--- src/rtl/sprite_palette_lut.sv ---
// Writable, two-stage pipelined sprite palette lookup with hit-flash and dimming.
// Palette RAM is zeroed by an INIT walk after reset before lookups are accepted.
module sprite_palette_lut #(
    parameter  int IDX_W           = 4,
    parameter  int NUM_PAL         = 4,
    parameter  int COLOR_W         = 4,
    parameter  int TRANSPARENT_IDX = 15,
    parameter  int FLASH_FRAMES    = 8,
    localparam int PS_W            = (NUM_PAL > 1) ? $clog2(NUM_PAL) : 1
) (
    input  logic                 Clk,
    input  logic                 Reset_n,
    input  logic                 pix_valid,
    input  logic [IDX_W-1:0]     pix_index,
    input  logic [PS_W-1:0]      pal_sel,
    input  logic [1:0]           dim,
    input  logic                 flash_trig,
    input  logic                 frame_tick,
    input  logic                 wr_en,
    input  logic [PS_W-1:0]      wr_pal,
    input  logic [IDX_W-1:0]     wr_addr,
    input  logic [3*COLOR_W-1:0] wr_data,
    output logic                 ready,
    output logic                 out_valid,
    output logic [COLOR_W-1:0]   red,
    output logic [COLOR_W-1:0]   green,
    output logic [COLOR_W-1:0]   blue,
    output logic                 transparent
);

    localparam int E     = 1 << IDX_W;
    localparam int DEPTH = NUM_PAL * E;
    localparam int AW    = PS_W + IDX_W;
    localparam int RGB_W = 3 * COLOR_W;
    localparam logic [PS_W:0] NUM_PAL_CMP = (PS_W + 1)'(NUM_PAL);

    typedef enum logic {ST_INIT, ST_RUN} state_t;

    state_t          state_q, state_d;
    logic [AW-1:0]   init_cnt_q, init_cnt_d;
    logic [7:0]      flash_q;

    logic [RGB_W-1:0] mem [DEPTH];
    logic             mem_we;
    logic [AW-1:0]    mem_waddr;
    logic [RGB_W-1:0] mem_wdata;
    logic [AW-1:0]    rd_addr;
    logic [PS_W-1:0]  rd_pal;
    logic [RGB_W-1:0] rd_q;

    logic             s1_valid;
    logic             s1_transp;
    logic             s1_flash;
    logic [1:0]       s1_dim;

    assign ready = (state_q == ST_RUN);

    // ---------------- Init / run control ----------------
    always_ff @(posedge Clk) begin
        if (!Reset_n) begin
            state_q    <= ST_INIT;
            init_cnt_q <= '0;
        end else begin
            state_q    <= state_d;
            init_cnt_q <= init_cnt_d;
        end
    end

    // NOTE: every output of a combinational block gets a default first so no path leaves it unassigned (no latch).
    always_comb begin
        state_d    = state_q;
        init_cnt_d = init_cnt_q;
        case (state_q)
            ST_INIT: begin
                init_cnt_d = init_cnt_q + 1'b1;
                if (init_cnt_q == AW'(DEPTH - 1)) begin
                    state_d = ST_RUN;
                end
            end
            ST_RUN:  state_d = ST_RUN;
            default: state_d = ST_INIT;
        endcase
    end

    // Writes to a palette number beyond NUM_PAL are dropped; reads fall back to palette 0.
    always_comb begin
        mem_we    = 1'b0;
        mem_waddr = init_cnt_q;
        mem_wdata = '0;
        if (Reset_n) begin
            if (state_q == ST_INIT) begin
                mem_we = 1'b1;
            end else if (wr_en && ({1'b0, wr_pal} < NUM_PAL_CMP)) begin
                mem_we    = 1'b1;
                mem_waddr = {wr_pal, wr_addr};
                mem_wdata = wr_data;
            end
        end
    end

    assign rd_pal  = ({1'b0, pal_sel} < NUM_PAL_CMP) ? pal_sel : '0;
    assign rd_addr = {rd_pal, pix_index};

    // NOTE: the RAM has no reset (the INIT walk clears it); non-blocking read and write in one block
    // make a same-address read in the write cycle return the old word.
    always_ff @(posedge Clk) begin
        if (mem_we) begin
            mem[mem_waddr] <= mem_wdata;
        end
        rd_q <= mem[rd_addr];
    end

    // ---------------- Flash burst counter ----------------
    always_ff @(posedge Clk) begin
        if (!Reset_n) begin
            flash_q <= '0;
        end else if (flash_trig) begin
            flash_q <= 8'(FLASH_FRAMES);
        end else if (frame_tick && (flash_q != '0)) begin
            flash_q <= flash_q - 1'b1;
        end
    end

    // ---------------- Stage 1: sideband alongside the RAM read ----------------
    always_ff @(posedge Clk) begin
        if (!Reset_n) begin
            s1_valid  <= 1'b0;
            s1_transp <= 1'b0;
            s1_flash  <= 1'b0;
            s1_dim    <= '0;
        end else begin
            s1_valid  <= pix_valid && ready;
            s1_transp <= (pix_index == IDX_W'(TRANSPARENT_IDX));
            s1_flash  <= flash_q[0];
            s1_dim    <= dim;
        end
    end

    // ---------------- Stage 2: flash/dim and output registers ----------------
    always_ff @(posedge Clk) begin
        if (!Reset_n) begin
            out_valid   <= 1'b0;
            red         <= '0;
            green       <= '0;
            blue        <= '0;
            transparent <= 1'b0;
        end else begin
            out_valid <= s1_valid;
            if (s1_valid) begin
                transparent <= s1_transp;
                if (s1_flash && !s1_transp) begin
                    red   <= '1;
                    green <= '1;
                    blue  <= '1;
                end else begin
                    red   <= rd_q[RGB_W-1 -: COLOR_W] >> s1_dim;
                    green <= rd_q[2*COLOR_W-1 -: COLOR_W] >> s1_dim;
                    blue  <= rd_q[COLOR_W-1:0] >> s1_dim;
                end
            end
        end
    end

endmodule

--- config.mk ---
export PLATFORM = sky130hd
export DESIGN_NAME = sprite_palette_lut
export DESIGN_NICKNAME = d
export VERILOG_FILES = /design/src/rtl/sprite_palette_lut.sv
export SDC_FILE = /design/constraint.sdc
export NUM_CORES = 1
export LEC_CHECK = 0
export ABC_CLOCK_PERIOD_IN_PS = 7100
export CORE_MARGIN = 5
export CORE_UTILIZATION = 40
export CTS_CLUSTER_SIZE = 16
export DETAILED_ROUTE_END_ITERATION = 16
export SYNTH_ARGS = -nofsm -noshare
export SYNTH_HDL_FRONTEND = slang
export SYNTH_SLANG_ARGS = --single-unit
--- constraint.sdc ---
create_clock -name Clk -period 7.1 [get_ports Clk]
set_input_delay 1.065 -clock Clk [delete_from_list [all_inputs] [get_ports Clk]]
set_output_delay 1.065 -clock Clk [all_outputs]
set_load 0.1 [all_outputs]
Word level (Yosys, flattened, before mapping)
Memory sizes are Yosys's and may differ from the RTL's. A register that Yosys moved wholly into a read port is not among the register bits.
Cells that the tools add are included.
{"block": "op_classes", "addsub": 2, "n_mul": 0, "div_mod_pow": 0, "n_lt_le_gt_ge": 0, "eq_ne": 2, "shifts": 3, "mux": 18, "n_bitwise": 2, "n_reduce_logical": 7}
{"operator": "$mux 12", "n": 3}
{"operator": "$mux 4", "n": 5}
{"operator": "$mux 6", "n": 3}
{"operator": "$shr 4x2->4", "n": 3}
{"operator": "$reduce_bool 8->1", "n": 1}
{"operator": "$sub 8x1->8 const B", "n": 1}
{"operator": "$add 6x1->6 const B", "n": 1}
{"operator": "$eq 6x6->1 const B", "n": 1}
{"operator": "$mux 1", "n": 6}
{"operator": "$eq 4x4->1 const B", "n": 1}
{"operator": "$logic_and 1x1->1", "n": 3}
{"operator": "$not 1->1", "n": 2}
{"operator": "$pmux 1 s2", "n": 1}
{"operator": "$reduce_bool 2->1", "n": 1}
{"operator": "$reduce_or 2->1", "n": 1}
{"operator": "$logic_not 1->1", "n": 1}
{"block": "totals", "register_bits": 34, "latch_bits": 0, "mem_bits_rw": 768, "mem_bits_ro": 0, "input_bits": 32, "out_inout_bits": 15, "memories": 1}
{"memory": "mem", "words": 64, "width": 12, "rd": 1, "rd_clocked_by_memory_dff": 1, "wr": 1, "line": "43", "text": "logic [RGB_W-1:0] mem [DEPTH];"}

Logic depth before layout (Yosys ltp)
Gate-level depths: netlist of run 1.
{"block": "logic_depth", "ltp_word": 5, "ltp_mapped": 9}

Worst setup path before layout of run 1
No wires, ideal clock.
{"block": "synth_timing", "path_kind": "register to register", "from": "register state_q (netlist: ready)", "to": "memory mem[0][10] (netlist bit) (data pin)", "setup_time_ps": 367, "arrival_time_ps": 2851, "path_slack_ps": 3882, "path_stages_with_launch": 6, "path_buffers": 3, "cell_sequence": "dfxtp_1 -> and3_1 -> clkbuf_1 -> clkbuf_1 -> clkbuf_1 -> and2_1"}
{"block": "synth_between", "elab_chain_cells": 2}
{"element": "start, declared", "line": "39", "text": "state_t state_q, state_d;"}
{"element": "start signal, assigned", "line": "64", "text": "state_q <= state_d;"}
{"element": "$mux 12", "line": "91", "text": "if (state_q == ST_INIT) begin"}
{"element": "$mux 12", "line": "90", "text": "if (Reset_n) begin"}
{"element": "via mem_wdata[10]", "line": "46", "text": "logic [RGB_W-1:0] mem_wdata;"}
{"element": "end, declared", "line": "43"}
The timed path passes the listed nets, and every way through them passes these cells.

Final worst setup path of run 1
{"block": "layout_timing", "from": "input port Reset_n", "to": "memory mem[25][5] (netlist bit) (enable)"}
{"block": "layout_between", "elab_chain_cells": 3}
{"element": "start, declared", "line": "12", "text": "input logic Reset_n,"}
{"element": "$mux 1", "line": "90"}
{"element": "$mux 1", "line": "107", "text": "if (mem_we) begin"}
{"element": "$mux 1 (not written as such)", "line": "108", "text": "mem[mem_waddr] <= mem_wdata;"}
Parallel ways exist; a longest one is shown, timed or not.

==> flow_summary_export.csv, run 1 <==
group,metric,value,unit
cells_and_area,drive_above_1_share,18.9,%
yosys,synth_most_common_cell,"edfxtp_1",
setup_path,criticalPathCategory,"primary input to flop",
clock_network,clk_latency,0.63,ns
pwr,peakVddDrop,0.165,mV
floorplan,initial_core_util,40.2,%
cells_and_area,nNetsFinal,1722,
global_route,grt_pass1_vias,15800,
job,drv_cap,0,
clock_network,cts_hold_buffers,0,
clock_network,clock_path_buffers,3,
cells_and_area,finalInstanceArea,35900,sq um
yosys,yosys_most_used_dff,"edfxtp_1",
worst_hold_path,hp-class,"flop to flop",
global_route,track_usage,17.9,%
setup_path,crit_arrival,5.04,ns
detailed_routing,viasPerCell,5.68,
placed_design,dpl.cell_count,2652,
yosys,netlist_instances,1622,
cells_and_area,instances_no_fill,2804,
placed_design,gp_congestion,0.858,
detailed_routing,first_pass_iters,5,
timing,fmax,208,MHz
pwr,p_leak,12.8,nW
global_route,grt_max_degree,77,
setup_path,crit_family,"simple AND/OR/NAND/NOR gates",
yosys,yosysTopAreaCellShare,72.8,%
pwr,powerDensity,276,nW/um^2
yosys,yosysUniqueCellTypes,55,
clock_network,post_cts_buffers,0,
detailed_routing,drcViolationCount,0,
yosys,synthSimpleGateAreaFrac,3.81,%
timing,setup_viol,0,
setup_path,start_kind,"primary input",
timing,fin_worst_hold_slack,0.494,ns
global_route,grt_first_pass_wirelength,112000,microns
detailed_routing,wl_per_cell,27.6,microns
floorplan,row_count,103,
yosys,ys_seq_area_share,75.7,%
detailed_routing,drt_wl_total,77400,microns
yosys,yosys_warnings,0,
floorplan,core_region_area,78700,sq um
setup_path,cp-end-kind,"flop",
timing,tns,0,ns
floorplan,die_area,85000,sq um
clock_network,root_buffer,"clkbuf_16",
yosys,synth_xor_area_share,0.304,%
yosys,avgSynthCellArea,19.5,sq um
pwr,power.total,9.92,mW
yosys,synth_adder_area_share,0.118,%
clock_network,clock_sinks,814,
clock_network,cts_tree,"yes",
global_route,grt_overflow,0,
setup_path,critPathBufInv,1,
clock_network,clkTransAtPathRegs,0.06,ns
run_status,status,"complete, no violations",
setup_path,max_stage_delay,1.14,ns
cells_and_area,area_delta_synth_final,13.3,%
placed_design,hpwl,47200,microns
setup_path,crit_required,7.34,ns
timing,worst_pin_slew,1.23,ns
timing,rsz0062_at_grt,"false",
cells_and_area,nFillCells,6563,
floorplan,die_width,291,microns
clock_network,htree_levels,3,
yosys,ys_async_sr_fraction,0,%
floorplan,ios,47,
cells_and_area,antennaDiodeCount,0,
detailed_routing,via_count,15900,
yosys,synth_top_family_by_area,"multiplexers",
yosys,synthTopCellsByArea,"edfxtp_1, mux4_2, mux2i_1",
yosys,synth_top_area_cell,"edfxtp_1",
placed_design,io_buffers,46,
clock_network,cts_buffers,83,
floorplan,die_h,291,microns
detailed_routing,ant_nets,0,
detailed_routing,drtIter0Drc,1666,
yosys,ys_ff_latch,814,
placed_design,detailed_place.area,33200,sq um
timing,hold_viol_final,0,
yosys,synth_edf_count,768,
yosys,synthTopCellsByCount,"edfxtp_1, mux4_2, mux2i_1, nor2_1, nand2_1",
setup_path,cp_max_fo,33,
yosys,synthMuxAreaShare,14.1,%
timing,post-route-period-util,67.6,%
yosys,synth_compound_area_share,4.21,%
setup_path,crit_chain,"clkdlybuf4s50_1, nand3_1, or3_1, o31ai_1, nand2_1, nor2_1",
timing,fin_crit,4.80,ns
yosys,synthesis.nets,1657,
timing,slew_headroom,17.0,%
setup_path,slowest_stage,"clkdlybuf4s50_1",
clock_network,post_cts_resized,0,
global_route,antenna_found_initial,0,
timing,fin_worst_skew,0.0142,ns
timing,slew_violations,0,
yosys,syn_area,31700,sq um
[path summary, 6_finish.rpt]
| check | to | cells past startpoint | slack, ns | startpoint |
|---|---|---|---|---|
| worst max-delay path | mem[25][5]$_DFFE_PP_ | 6 | 2.30 | Reset_n |
| worst max register to register | mem[25][5]$_DFFE_PP_ | 5 | 3.35 | ready$_SDFF_PN0_ |
| worst min-delay path | red[1]$_SDFFE_PN0P_ | 2 | 0.49 | red[1]$_SDFFE_PN0P_ |
| worst min register to register | red[1]$_SDFFE_PN0P_ | 2 | 0.49 | red[1]$_SDFFE_PN0P_ |
[flip-flops by register name, indices dropped and copies added (netlist names)]
| signal | cells |
|---|---|
| mem | 768 |
| ready | 1 |
| green | 4 |
| red | 4 |
| s1_valid | 1 |
| out_valid | 1 |
| blue | 4 |
| transparent | 1 |
| s1_dim | 2 |
| rd_q | 12 |
| s1_flash | 1 |
| flash_q | 8 |
| s1_transp | 1 |
| init_cnt_q | 6 |
[metrics by stage]
stage	setup slack, ns	utilization [%]
after CTS	2.40	45.6
after global routing	2.06	45.6
after floorplan	3.88	-
after detailed placement	1.77	42.1
after global placement	1.93	42.1
final	2.30	45.6
[final cells by class]
| class | count | area [sq um] | share of cell area, % |
|---|---|---|---|
| clock buffer | 105 | 2220 | 6.19 |
| inverter | 6 | 22.5 | 0.0627 |
| clock inverter | 47 | 493 | 1.37 |
| timing repair buffer | 71 | 672 | 1.87 |
| sequential | 814 | 24000 | 66.8 |
| tap | 1050 | 1310 | 3.66 |
| multi-input combinational | 711 | 7190 | 20.0 |
[power breakdown]
group          internal (mW)  total (mW)  switching (mW)
combinational          0.141       0.362           0.221
clock                   2.55        4.34            1.79
sequential              5.20        5.22          0.0196
[routing by layer]
layer / up-vias / share of wire [%] / routed length (microns) / track usage (%)
met5: - / 0 / 0 / 0
met3: 130 / 8.8 / 6780 / 4.37
met2: 690 / 45 / 35100 / 27.0
met1: 8325 / 43 / 33300 / 26.0
li1: 6770 / - / - / -
met4: 0 / 2.9 / 2260 / 5.74
[worst min-delay path: stages, from the launching register on]
cell and delay (ns):
dfxtp_1 0.32, o21ai_0 0.07, nor2_1 0.07
[cell families (layout without fill, tap and decap cells)]
family                     Yosys count  after routing
DFF                                814            814
adders and majority gates            3              3
buffers and inverters               97            229
and+or+nand+nor                    250            250
AOI/OAI and AO/OA                  188            188
muxes                              259            259
xor gates and xnor gates            11             11
[layout by cell type (no fill, tap or decap), types with 9 or more instances in the layout]
cell type and count:
a21oi_1 24, mux2i_1 99, bufinv_16 9, mux2_2 10, clkdlybuf4s50_1 42, o21ai_0 22
buf_4 24, o221ai_1 12, clkinv_1 14, dfxtp_1 46, edfxtp_1 768, mux4_2 150
clkbuf_16 85, and2_1 10, clkinv_2 13, nor2_1 93, nand2_1 47, a22oi_1 27
clkbuf_1 18, nor2b_1 18, a211oi_1 30, a22o_1 11, nand3_1 23, o22ai_1 22
No activity file was read; power rests on OpenSTA's default activity.
==> run 2, diff against run 1 <==
- ABC_CLOCK_PERIOD_IN_PS: 7100 -> 4500
- clock period: 7.1 -> 4.5 ns (I/O delays scaled with it)
==> run 2 against run 1 <==
Against the previous run:
- cell count increased by 3.6%
- global-route usage increased by 0.058 points
- sequential share of layout area decreased by 1.7 points
- clock skew increased by 0.018 ns
- final area increased by 2.6%
- non-clock buffer count increased by 105
- critical path depth decreased by 5
- worst setup slack got worse by 0.93 ns
- die area unchanged
- sequential cell count unchanged
- critical path type is now flop to primary output
- largest cell class unchanged
==> flow_summary_export.csv, run 2 (synthesized netlist as in run 1, its figures left out) <==
group,metric,value,unit
run_status,status,"complete, no violations",
clock_network,clock_sinks,814,
detailed_routing,ant_nets,0,
timing,fin_crit,3.14,ns
floorplan,core_region_area,78700,sq um
cells_and_area,area_delta_synth_final,16.2,%
timing,slew_violations,0,
placed_design,io_buffers,46,
floorplan,ios,47,
floorplan,row_count,103,
clock_network,cts_buffers,80,
setup_path,crit_arrival,2.46,ns
setup_path,crit_family,"buffers and inverters",
floorplan,die_area,85000,sq um
job,drv_cap,0,
detailed_routing,first_pass_iters,5,
clock_network,cts_tree,"yes",
timing,fmax,319,MHz
clock_network,clock_path_buffers,3,
setup_path,criticalPathCategory,"flop to primary output",
timing,slew_headroom,18.1,%
clock_network,root_buffer,"clkbuf_16",
detailed_routing,drcViolationCount,0,
timing,post-route-period-util,69.7,%
floorplan,initial_core_util,40.2,%
cells_and_area,top_register,"mem",
cells_and_area,largestRegisters,"mem x768, rd_q x12, flash_q x8",
pwr,powerDensity,430,nW/um^2
timing,hold_viol_final,0,
detailed_routing,drtIter0Drc,1899,
cells_and_area,final_common_cell,"edfxtp_1",
timing,worst_pin_slew,1.22,ns
clock_network,clk_latency,0.64,ns
global_route,grt_first_pass_wirelength,113000,microns
setup_path,cp_max_fo,14,
clock_network,post_cts_buffers,0,
setup_path,start_kind,"flop",
detailed_routing,wl_per_cell,26.6,microns
cells_and_area,largest_register_ffs,768,
placed_design,hpwl,49100,microns
global_route,track_usage,18.0,%
placed_design,gp_congestion,0.850,
global_route,antenna_found_initial,1,
cells_and_area,antennaDiodeCount,0,
setup_path,crit_required,3.83,ns
detailed_routing,via_count,16300,
global_route,grt_overflow,0,
clock_network,clkTransAtPathRegs,0.06,ns
timing,tns,0,ns
floorplan,die_width,291,microns
timing,fin_worst_skew,0.0319,ns
setup_path,max_stage_delay,1.23,ns
clock_network,htree_levels,3,
pwr,peakVddDrop,0.281,mV
pwr,p_leak,13.4,nW
detailed_routing,drt_wl_total,77300,microns
setup_path,critPathBufInv,1,
clock_network,post_cts_resized,0,
cells_and_area,mostFrequentLayoutCells,"edfxtp_1, mux4_2, buf_4",
setup_path,cp-end-kind,"primary output",
clock_network,cts_hold_buffers,0,
cells_and_area,drive_above_1_share,23.9,%
detailed_routing,viasPerCell,5.60,
timing,rsz0062_at_grt,"false",
cells_and_area,nNetsFinal,1824,
worst_hold_path,hp-class,"flop to flop",
global_route,grt_pass1_vias,16100,
global_route,grt_max_degree,65,
setup_path,crit_chain,"clkdlybuf4s50_1",
timing,setup_viol,0,
setup_path,slowest_stage,"clkdlybuf4s50_1",
floorplan,die_h,291,microns
pwr,power.total,15.8,mW
## run 2: cell count changes in the layout (fill, tap and decap cells not counted), sizes merged
cell           previous run  this run
bufinv                    9        14
buf                      29       135
clkbuf                  105        91
inv                       9        12
clkinv                   30        33
clkdlybuf4s50            42        41
## run 2: per-layer routing
| layer | vias to the layer above | global-route usage (%) | part of all wire (%) |
|---|---|---|---|
| met4 | 0 | 4.99 | 2.3 |
| li1 | 6987 | - | - |
| met1 | 8565 | 26.5 | 44 |
| met3 | 89 | 3.93 | 7.9 |
| met2 | 640 | 27.4 | 46 |
| met5 | - | 0 | 0 |
## run 2: cell type report
cell class | count | area, sq um
fill | 6529 | 41900
sequential | 814 | 24000
multi-input combinational | 711 | 7180
clock buffer | 91 | 2090
timing repair buffer | 176 | 1530
tap | 1050 | 1310
clock inverter | 58 | 692
inverter | 6 | 22.5
## run 2: worst paths after layout
| kind | cells after the start | startpoint | slack [ns] | endpoint |
|---|---|---|---|---|
| worst max-delay path | 1 | ready$_SDFF_PN0_ | 1.36 | ready |
| worst min-delay path | 2 | green[1]$_SDFFE_PN0P_ | 0.51 | green[1]$_SDFFE_PN0P_ |
| worst max register to register | 6 | ready$_SDFF_PN0_ | 1.41 | mem[6][2]$_DFFE_PP_ |
| worst min register to register | 2 | green[1]$_SDFFE_PN0P_ | 0.51 | green[1]$_SDFFE_PN0P_ |
## run 2: stage by stage
step | setup WS [ns] | instances | area (sq um) | hold WS, ns | utilization (%)
6_report | 1.36 | 2906 | 36800 | 0.513 | 46.7
5_1_grt | 1.16 | 2906 | 36800 | 0.544 | 46.7
4_1_cts | 1.34 | 2906 | 36800 | 0.515 | 46.7
3_5_place_dp | 0.891 | 2757 | 34000 | 0.496 | 43.2
3_3_place_gp | 0.976 | 2757 | 34000 | 0.482 | 43.2
2_1_floorplan | 1.28 | 1622 | 31700 | 0.479 | -
## run 2: where the power goes
part / switching [mW] / total, mW / internal, mW
combinational: 0.352 / 0.593 / 0.241
clock: 2.83 / 7.00 / 4.17
sequential: 0.0335 / 8.24 / 8.20
==> run 3, diff against run 2 <==
- ABC_CLOCK_PERIOD_IN_PS: 4500 -> 2850
- clock period: 4.5 -> 2.85 ns (I/O delays scaled with it)
==> run 3 against run 2 <==
Against the previous run:
- power is 55% higher
- non-clock buffer count up 66
- global-route usage is essentially flat
- sequential cell count unchanged
- critical path depth grew 6
- clock skew decreased by 0.012 ns
- wire length shrank 0.36%
- clock-buffer cell count rose by 9
- utilization rose by 0.69 points
- clock power rose by 50%
- register-to-register slack got worse by 1.1 ns
- highest routed layer unchanged
==> flow_summary_export.csv, run 3 (synthesized netlist as in run 1, its figures left out) <==
group,metric,value,unit
placed_design,io_buffers,46,
setup_path,cp-end-kind,"flop",
pwr,p_comb_share,4.1,%
cells_and_area,area_delta_synth_final,17.9,%
timing,fin_worst_skew,0.0195,ns
timing,slew_headroom,19.5,%
run_status,status,"complete, no violations",
detailed_routing,wl_per_cell,26.0,microns
pwr,p_clk_share,42.9,%
cells_and_area,largest_register_ffs,768,
placed_design,post-place-ws,-0.0867,ns
clock_network,clock_path_buffers,3,
timing,fin_crit,2.50,ns
timing,worst_slack,0.351,ns
cells_and_area,largestRegisters,"mem x768, rd_q x12, flash_q x8",
timing,fmax,400,MHz
global_route,grt_max_degree,65,
detailed_routing,drtIter0Drc,1609,
cells_and_area,final_common_cell,"edfxtp_1",
cells_and_area,nFillCells,6480,
floorplan,die_width,291,microns
cells_and_area,mostFrequentLayoutCells,"edfxtp_1, buf_4, mux4_2",
detailed_routing,first_pass_iters,5,
pwr,powerDensity,657,nW/um^2
timing,worst_pin_slew,1.19,ns
cells_and_area,fin_util,47.4,%
placed_design,hpwl,49700,microns
worst_hold_path,hp-class,"primary input to flop",
setup_path,cp_max_fo,14,
worst_hold_path,hold_path_depth,2,
placed_design,gp_congestion,0.909,
detailed_routing,via_count,16400,
global_route,grt_overflow,0,
clock_network,cts_buffers,81,
pwr,switching_share,20.2,%
setup_path,crit_required,3.17,ns
global_route,grt_first_pass_wirelength,114000,microns
clock_network,clk_latency,0.63,ns
timing,rsz0062_at_grt,"false",
global_route,track_usage,18.0,%
setup_path,reg2regPathDepth,7,
pwr,p_leak,13.7,nW
detailed_routing,drcViolationCount,0,
timing,hold_viol_final,0,
detailed_routing,ant_nets,0,
pwr,switching_power,4.96,mW
pwr,peakVddDrop,0.378,mV
pwr,pwr-share-seq,53.0,%
floorplan,die_h,291,microns
detailed_routing,drt_wl_total,77100,microns
cells_and_area,drive_above_1_share,26.6,%
timing,setup_viol,0,
floorplan,initial_core_util,40.2,%
floorplan,core_region_area,78700,sq um
floorplan,ios,47,
clock_network,cts_hold_buffers,0,
floorplan,die_area,85000,sq um
global_route,grt_pass1_vias,16600,
floorplan,row_count,103,
clock_network,cts_tree,"yes",
pwr,p_int,19.6,mW
clock_network,post_cts_resized,0,
cells_and_area,nNetsFinal,1891,
global_route,antenna_found_initial,0,
cells_and_area,top_register,"mem",
clock_network,root_buffer,"clkbuf_16",
clock_network,htree_levels,3,
setup_path,crit_arrival,2.82,ns
clock_network,clock_sinks,814,
job,drv_cap,0,
timing,post-route-period-util,87.7,%
cells_and_area,antennaDiodeCount,0,
clock_network,clkTransAtPathRegs,0.06,ns
clock_network,post_cts_buffers,0,
detailed_routing,viasPerCell,5.52,
setup_path,criticalPathCategory,"flop to flop",
setup_path,start_kind,"flop",
timing,slew_violations,0,
[run 3: cell types whose count changed in the layout (fill, tap and decap cells not counted), sizes merged]
cell	previous run	this run
inv	12	11
clkinv	33	31
bufinv	14	9
buf	135	215
clkbuf	91	100
clkdlybuf4s50	41	27
clkinvlp	5	1
[run 3: through the flow]
step | std cells | hold slack (ns) | power [mW] | area (sq um) | setup TNS (ns)
floorplan | 1622 | 0.479 | 13.8 | 31700 | 0
global placement | 2823 | 0.482 | 14.3 | 34700 | -2.66
detailed placement | 2823 | 0.489 | 14.3 | 34700 | -0.838
CTS | 2969 | 0.366 | 24.7 | 37300 | 0
global route | 2969 | 0.396 | 25.3 | 37300 | 0
finish | 2969 | 0.398 | 24.5 | 37300 | 0
[run 3: power groups by stage]
stage | Clock [mW] | Sequential, mW | Combinational [mW]
2_1_floorplan | 0 | 13.2 | 0.616
3_3_place_gp | 0 | 13.3 | 1.00
3_5_place_dp | 0 | 13.3 | 1.01
4_1_cts | 10.7 | 13.0 | 1.01
5_1_grt | 11.2 | 13.0 | 1.07
6_report | 10.5 | 13.0 | 1.01
[run 3: critical path, cell delays in order, from the launching register on]
cell     delay, ns
dfxtp_2       0.48
nand3_1       0.21
buf_4         0.20
o21ai_0       0.43
nand2_1       0.16
buf_4         0.21
nor2_1        0.26
buf_4         0.24
[run 3: routing by layer]
| layer | wire, microns | up-vias | track usage [%] |
|---|---|---|---|
| met4 | 2200 | 0 | 5.73 |
| met5 | 0 | - | 0 |
| met3 | 5410 | 107 | 3.21 |
| met1 | 34200 | 8531 | 26.6 |
| li1 | - | 7103 | - |
| met2 | 35300 | 636 | 27.5 |
[run 3: path summary, 6_finish.rpt]
path	end	startpoint	slack, ns
worst min register to register	green[1]$_SDFFE_PN0P_	green[1]$_SDFFE_PN0P_	0.50
worst min-delay path	s1_dim[1]$_SDFF_PN0_	dim[1]	0.40
worst max-delay path	mem[18][5]$_DFFE_PP_	ready$_SDFF_PN0_	0.35
worst max register to register	mem[18][5]$_DFFE_PP_	ready$_SDFF_PN0_	0.35
[run 3: area by class of cell]
class / count / area (sq um) / area share [%]
sequential: 814 / 24000 / 64.2
inverter: 6 / 22.5 / 0.0603
clock buffer: 100 / 2150 / 5.76
tap: 1050 / 1310 / 3.52
multi-input combinational: 711 / 7190 / 19.2
timing repair buffer: 242 / 2220 / 5.94
clock inverter: 46 / 474 / 1.27
